===== src/rtl/pipe_stage_register.sv =====
// Pipeline stage register with valid/ready handshake, a two-entry skid buffer and flush.
// ready_o comes straight from a flop, so no combinational ready path crosses the stage.
module pipe_stage_register #(
  parameter int unsigned     Size       = 1,
  parameter logic [Size-1:0] ResetValue = '0
) (
  input  logic            clk,
  input  logic            rst_n,
  input  logic [Size-1:0] data_i,
  input  logic            valid_i,
  output logic            ready_o,
  output logic [Size-1:0] data_o,
  output logic            valid_o,
  input  logic            ready_i,
  input  logic            flush,
  output logic [1:0]      count_o
);

  localparam int unsigned CountW = 2;

  // State encoding doubles as the occupancy count.
  typedef enum logic [CountW-1:0] {
    EMPTY = 2'd0,
    ONE   = 2'd1,
    TWO   = 2'd2
  } state_e;

  state_e          state_q, state_d;
  logic            valid_q, valid_d;
  logic            ready_q, ready_d;
  logic [Size-1:0] main_q, main_d;
  logic [Size-1:0] skid_q, skid_d;
  logic            accept_c;
  logic            drain_c;

  always_ff @(posedge clk or negedge rst_n) begin
    if (!rst_n) begin
      state_q <= EMPTY;
      valid_q <= 1'b0;
      ready_q <= 1'b1;
      main_q  <= ResetValue;
      skid_q  <= ResetValue;
    end else begin
      state_q <= state_d;
      valid_q <= valid_d;
      ready_q <= ready_d;
      main_q  <= main_d;
      skid_q  <= skid_d;
    end
  end

  always_comb begin
    state_d  = state_q;
    main_d   = main_q;
    skid_d   = skid_q;
    accept_c = valid_i & ready_q;
    drain_c  = valid_q & ready_i;

    unique case (state_q)
      EMPTY: begin
        if (accept_c) begin
          main_d  = data_i;
          state_d = ONE;
        end
      end
      ONE: begin
        if (accept_c && drain_c) begin
          main_d = data_i;
        end else if (drain_c) begin
          state_d = EMPTY;
        end else if (accept_c) begin
          skid_d  = data_i;
          state_d = TWO;
        end
      end
      TWO: begin
        // Skid entry is younger, so it only moves up once main has drained.
        if (drain_c) begin
          main_d  = skid_q;
          state_d = ONE;
        end
      end
      default: state_d = EMPTY;
    endcase

    // Flush overrides any state change; data registers are left as don't-care.
    if (flush) begin
      state_d = EMPTY;
    end

    valid_d = (state_d != EMPTY);
    ready_d = (state_d != TWO);
  end

  assign ready_o = ready_q;
  assign valid_o = valid_q;
  assign data_o  = main_q;
  assign count_o = CountW'(state_q);

endmodule


===== config.mk =====
export PLATFORM = sky130hd
export DESIGN_NAME = pipe_stage_register
export DESIGN_NICKNAME = d
export VERILOG_FILES = /design/src/rtl/pipe_stage_register.sv
export SDC_FILE = /design/constraint.sdc
export NUM_CORES = 1
export LEC_CHECK = 0
export ABC_AREA = 1
export CAP_MARGIN = 25
export CORE_AREA = 2 2 39 41
export CTS_BUF_LIST = sky130_fd_sc_hd__clkbuf_16
export CTS_CLUSTER_DIAMETER = 100
export DETAILED_ROUTE_END_ITERATION = 16
export DIE_AREA = 0 0 41 43
export DONT_BUFFER_PORTS = 1
export PLACE_DENSITY_LB_ADDON = 0.25
export RECOVER_POWER = 25
export SLEW_MARGIN = 5
export SYNTH_ARGS = -nofsm -noshare
export SYNTH_HDL_FRONTEND = slang
export SYNTH_SLANG_ARGS = --single-unit

===== constraint.sdc =====
create_clock -name clk -period 1.9 [get_ports clk]
set_input_delay 0.38 -clock clk [delete_from_list [all_inputs] [get_ports clk]]
set_output_delay 0.38 -clock clk [all_outputs]
set_load 0.01 [all_outputs]

## Word-level counts from Yosys, hierarchy flattened

Index checks and enable logic that the tools add are counted.

- Eq/ne operators: 6
- Muxes and demuxes: 11
- Bitwise logic cells: 4
- Reductions and logical operators: 6

Operators by type and width:

| operator | number |
|---|---|
| $mux W2 | 6 |
| $ne A2 B2 Y1 const B | 4 |
| $reduce_and A4 Y1 | 2 |
| $pmux W2 S3 | 1 |
| $mux W1 | 3 |
| $pmux W1 S3 | 1 |
| $reduce_bool A3 Y1 | 1 |
| $and A1 B1 Y1 | 2 |
| $eq A2 B1 Y1 const B | 1 |
| $eq A2 B2 Y1 const B | 1 |
| $logic_not A2 Y1 | 1 |
| $not A1 Y1 | 2 |
| $reduce_bool A2 Y1 | 1 |
| $logic_and A1 B1 Y1 | 1 |

- Register bits after elaboration: 6
- Input bits: 6
- Word-level logic and storage cells: 32

## Longest topological paths before layout

- Depth in word-level cells: 7
- Mapped depth: 6

## Least setup slack after synthesis

Ideal clock, no wire load.

- Path kind: register to register
- From: register ready_q, in the netlist ready_o
- To: register valid_q, in the netlist valid_o
- Library setup time: 66 ps
- Data arrival time: 957 ps
- Data required time: 1834 ps
- Path slack: 877 ps
- Cell stages (with the launch flop): 5
- Buffers on the path: 0
- Period minus slack after synthesis: 1023 ps
- Cells stage by stage: dfstp_2 -> nand2_1 -> o21ai_0 -> nand3_2 -> nand2_1

- Cells in the longest elaborated chain, start to end: 7
- Elaborated cells between the ends (all ways): 9
- Classes of those cells: 6 x mux; 1 x bitwise; 2 x reduce/logical

Ends and longest elaborated chain:

| what | line | text |
|---|---|---|
| from (decl) | 30 | `logic ready_q, ready_d;` |
| from (signal assigned) | 46 | `ready_q <= ready_d;` |
| $and A1 B1 Y1 (*) | 56 | `accept_c = valid_i & ready_q;` |
| $mux W2 | 71 | `end else if (accept_c) begin` |
| $mux W2 | 69 | `end else if (drain_c) begin` |
| $mux W2 | 67 | `if (accept_c && drain_c) begin` |
| $pmux W2 S3 (*) | 59 | `unique case (state_q)` |
| $mux W2 (*) | 87 | `if (flush) begin` |
| $reduce_bool A2 Y1 (*) | 91 | `valid_d = (state_d != EMPTY);` |
| named net valid_d | 29 | `logic valid_q, valid_d;` |
| to (signal assigned) | 45 | `valid_q <= valid_d;` |
| to (decl) | 29 |  |

Mark *: on every way through the listed nets, which the timed path passes. The rest lies on a longest branch.
A chain may end at the register's enable or synchronous reset.

## Worst setup path after layout

- From: register ready_q, in the netlist ready_o
- To: output ready_o

RTL lines:

| what | line | text |
|---|---|---|
| to (decl) | 11 | `output logic ready_o,` |

No word-level cell between the ends.

==> run metrics <==
post-CTS sizing=0; status=complete, no violations; Starting Density=22.3%; largest net degree at the start of global routing=9; vias in the first global route=296; Slew Viols, Final=0; Design Area, Final=418 um^2; Area growth syn-to-layout=35.2%; core area=1380 um^2; final hold violation count=0; clock tree buffer depth=2; H-tree depth=1; Final Cycle Share=61.4%; CP Max Fanout=3; synth warn=0; gr ovfl total=0; Via-to-Cell Ratio=4.47; Num CTS Buffers=3; Rel. slew slack=78.5%; max-cap viol count=0; worst hold-check path type=input port to flop; FMAX=0.857 GHz; TNS Setup=0 ns; # rows=14; Die Wd=41 um; Max VDD drop=0.000640 V; Synth Instances=43; Layout Nets=55; Placer Congestion=0.645; Post-Route WL=658 um; Post-route DRC=0; Startpoint Class=flop; root buffer cell=clkbuf_16; WP data required=1.52 ns; antenna cell count=0; Die H=43 um; GRT Total Usage=9.75%; Tmin final=1.17 ns; share of cells above drive strength 1=14.6%; final setup violation count=0; Clk pin slew, worst setup/hold paths=0.03 ns; kind of critical path=flop to output port; worst endpoint data arrival time=0.79 ns; sequential fraction of the synthesis area=49.0%; DP Wirelength=521 um; Port Buffers=0; pwr dens=1710 nW/um^2; Post-Syn Area=309 um^2; DR vias=286; global-route wire length before repair=1090 um; unrepaired setup endpoints after global routing=no; DR pass1 iterations=3; fill cell count=145; post-route ant nets=0; Avg Cell Area, Syn=7.19 um^2; CTS tree=done; actual slew at the worst max-slew pin=0.322 ns; CTS Sinks=6; skew final=0.00298 ns; placement-stage cell area=329 um^2; clk_lat worst skew=0.23 ns; synthesis-stage register bit count=6; initial antenna violation count=0; die area=1760 um^2; static leakage=0.000228 uW; Yosys cell types=11; Iter 0 DRT Violations=3; routed len/inst=10.3 um; post-synth net total=49; CP endpoint kind=output port; I/O Pins=11; Power, Total=713 uW
## timing repair
action                    4_1_cts  5_1_grt
hold endpoints to repair        6        0
hold buffers                    1        0
buffers inserted                0        0
## final cells by class
| type | instances | area (um^2) | area share, % |
|---|---|---|---|
| clock buffers | 3 | 75.1 | 18.0 |
| flip-flops and latches | 6 | 151 | 36.2 |
| clock inverters | 1 | 3.75 | 0.898 |
| multi-input cells | 31 | 135 | 32.3 |
| inverters | 6 | 22.5 | 5.39 |
| well taps | 16 | 20.0 | 4.79 |
| repair buffers | 1 | 10.0 | 2.40 |
## routing by layer
layer	global-route usage, %	part of all wire, %	wire length [um]
met5	0	0	0
met4	10.0	1.4	9
met3	3.14	6.7	44
met2	13.8	52	340
met1	10.3	40	263
## per-stage QoR
| stage | setup WS (ns) | utilization (%) | hold slack (ns) | cells |
|---|---|---|---|---|
| floorplan | 0.877 | - | 0.0844 | 43 |
| global placement | 0.797 | 23.8 | 0.0845 | 59 |
| detailed placement | 0.789 | 23.8 | 0.0845 | 59 |
| CTS | 0.729 | 30.2 | 0.326 | 64 |
| global route | 0.676 | 30.2 | 0.342 | 64 |
| finish | 0.733 | 30.2 | 0.332 | 64 |
## flip-flops by register name (all words and copies together), names as in the netlist
| register | cells |
|---|---|
| ready_o | 1 |
| data_o | 1 |
| count_o | 2 |
| valid_o | 1 |
| skid_q | 1 |
## where the power goes
part / internal, uW / switching (uW) / leakage [uW]
Sequential: 176 / 60.8 / 0.0000742
Combinational: 50.5 / 84.8 / 0.000111
Clock: 272 / 67.9 / 0.0000423
Total: 499 / 213 / 0.000228
## cells by family after synthesis
family                 synth area share (%)
AND/OR/NAND/NOR                        35.6
flip-flops                             49.0
buffers and inverters                  7.29
AO/OA/AOI/OAI                          8.10
## cell usage after synthesis (all sizes together)
cell type,n,area [um^2]
a21oi,2,10.0
nor2,6,25.0
nand2,16,60.1
nand3,4,25.0
o21ai,3,15.0
dfstp,1,26.3
dfrtp,5,125
inv,6,22.5
## cells in the final DEF, fill, tap and decap left out, drive strengths merged
cell	synthesis	layout
dlygate4sd3	0	1
inv	6	7
nand2	16	16
clkbuf	0	3
dfstp	1	1
o21ai	3	3
dfrtp	5	5
a21oi	2	2
nor2	6	6
nand3	4	4
## worst paths after layout
path                                    start                  to  slack, ns  cells after the start
max in group asynchronous               rst_n   ready_o$_DFF_PN1_       1.17                      1
hold reg to reg            skid_q$_DFFE_PN0P_  skid_q$_DFFE_PN0P_       0.50                      2
hold / removal                          flush   ready_o$_DFF_PN1_       0.33                      2
min in group asynchronous               rst_n  data_o$_DFFE_PN0P_       0.46                      1
setup / recovery            ready_o$_DFF_PN1_             ready_o       0.73                      0
setup reg to reg            ready_o$_DFF_PN1_   valid_o$_DFF_PN0_       0.79                      5
Power figures use the tool's default switching activity.
==> RTL edit, RTL diff (config.mk and constraints unchanged) <==
Register the output `count_o`, with the module's reset; this adds one clock of latency there. The other outputs are not delayed to match.
--- a/src/rtl/pipe_stage_register.sv
+++ b/src/rtl/pipe_stage_register.sv
@@ -95,7 +95,13 @@
   assign ready_o = ready_q;
   assign valid_o = valid_q;
   assign data_o  = main_q;
-  assign count_o = CountW'(state_q);
+  always_ff @(posedge clk or negedge rst_n) begin
+    if (!rst_n) begin
+      count_o <= '0;
+    end else begin
+      count_o <= CountW'(state_q);
+    end
+  end
 
 endmodule
 
Behaviour: not the same (Yosys sat finds a counterexample within 4 cycles, from zero or initial values and one cycle with rst_n low).
==> RTL edit against the original RTL <==
Sequential cell count grew 2; total power up 10%; cell area rose by 12%; area after synthesis increased by 16%; via count rose by 5.6%; core utilization up 3.6 points; setup slack got worse by 0.0040 ns; critical path depth is the same; clock power is 5% higher; synthesized cell count up 4.7%; routed wire length is 15% higher; non-clock buffer count did not move; largest cell class unchanged.
==> RTL edit: results (changes against the original RTL) <==
\begin{tabular}{lr}
\hline
Metric & Value \\
\hline
\multicolumn{2}{l}{\textbf{Run status}} \\
\quad Status & completed \\
\multicolumn{2}{l}{\textbf{Route}} \\
\quad Met2 wire length & 382 microns (+12\%) \\
\quad Count of TritonRoute iterations in the first routing pass & 2 (-1) \\
\quad First-iteration detailed-routing DRC count & 1 (-2) \\
\quad Sum of routed wire segments on met1 & 303 microns (+15\%) \\
\quad Wire length per cell after detailed routing & 11.5 microns (+12\%) \\
\quad DR WL met3 & 22 microns (-50\%) \\
\multicolumn{2}{l}{\textbf{Cells and area}} \\
\quad FILL cells & 143 (-1.4\%) \\
\quad Growth of design area from synthesis to finish & 30.3\% \\
\quad Fraction of final layout cells sized beyond drive strength 1 & 0.140 (-0.00583) \\
\quad Clock network area share & 0.168 (-0.0202) \\
\quad Flip-flop and latch area & 201 sq um (+33\%) \\
\multicolumn{2}{l}{\textbf{STA}} \\
\quad Least-Margin Pin Slew & 0.354 ns (+0.0321 ns) \\
\quad Largest clock skew in the final design & 0.000883 ns (-0.00210 ns) \\
\multicolumn{2}{l}{\textbf{Global routing}} \\
\quad GR met1 Demand/Resource & 0.111 (+0.00740) \\
\quad First-pass GRT wire length & 1210 microns (+11\%) \\
\quad Gr usage total & 0.117 (+0.0195) \\
\quad Via count of the first global-routing pass & 293 (-1.0\%) \\
\multicolumn{2}{l}{\textbf{Synthesis}} \\
\quad Part of the Yosys area used for sequential elements & 0.561 (+0.0711) \\
\quad Top post-synthesis cells by count & sky130\_fd\_sc\_hd\_\_nand2\_1, sky130\_fd\_sc\_hd\_\_dfrtp\_1, sky130\_fd\_sc\_hd\_\_inv\_1, sky130\_fd\_sc\_hd\_\_nor2\_1 \\
\quad Area fraction in compound gates after synthesis & 0.0697 (-0.0113) \\
\quad Post-Synthesis Net Count & 51 (+4.1\%) \\
\quad Top area cells in the synthesized netlist & sky130\_fd\_sc\_hd\_\_dfrtp\_1, sky130\_fd\_sc\_hd\_\_nand2\_1, sky130\_fd\_sc\_hd\_\_dfstp\_2 \\
\quad Area of the mapped netlist & 359 sq um (+16\%) \\
\multicolumn{2}{l}{\textbf{Placement}} \\
\quad DP Area & 379 sq um (+15\%) \\
\quad Placer Congestion & 0.695 (+7.7\%) \\
\multicolumn{2}{l}{\textbf{Power}} \\
\quad Sw Pwr & 0.232 mW (+8.9\%) \\
\multicolumn{2}{l}{\textbf{Clocking}} \\
\quad CTS sink cnt & 8 (+2) \\
\hline
\end{tabular}
==> RTL edit: cell types whose count changed after synthesis <==
cell	unedited run	this run
sky130_fd_sc_hd__dfrtp_1	5	7
==> RTL edit: power groups by stage <==
stage	logic [mW]	registers, mW	clock network [mW]
finish	0.135	0.295	0.356
global route	0.157	0.303	0.372
CTS	0.138	0.295	0.364
detailed placement	0.133	0.298	0
global placement	0.131	0.296	0
floorplan	0.111	0.282	0
==> RTL edit: timing repair <==
action / 4_1_cts / 5_1_grt
hold endpoints to repair: 8 / 0
buffers inserted: 0 / 0
hold buffers: 1 / 0
==> RTL edit: per-stage QoR <==
step | hold WS (ns) | cells | total power [mW] | setup WS [ns]
2_1_floorplan | 0.0844 | 45 | 0.393 | 0.877
3_3_place_gp | 0.0845 | 61 | 0.427 | 0.792
3_5_place_dp | 0.0846 | 61 | 0.431 | 0.786
4_1_cts | 0.307 | 66 | 0.797 | 0.725
5_1_grt | 0.318 | 66 | 0.833 | 0.714
6_report | 0.309 | 66 | 0.786 | 0.729
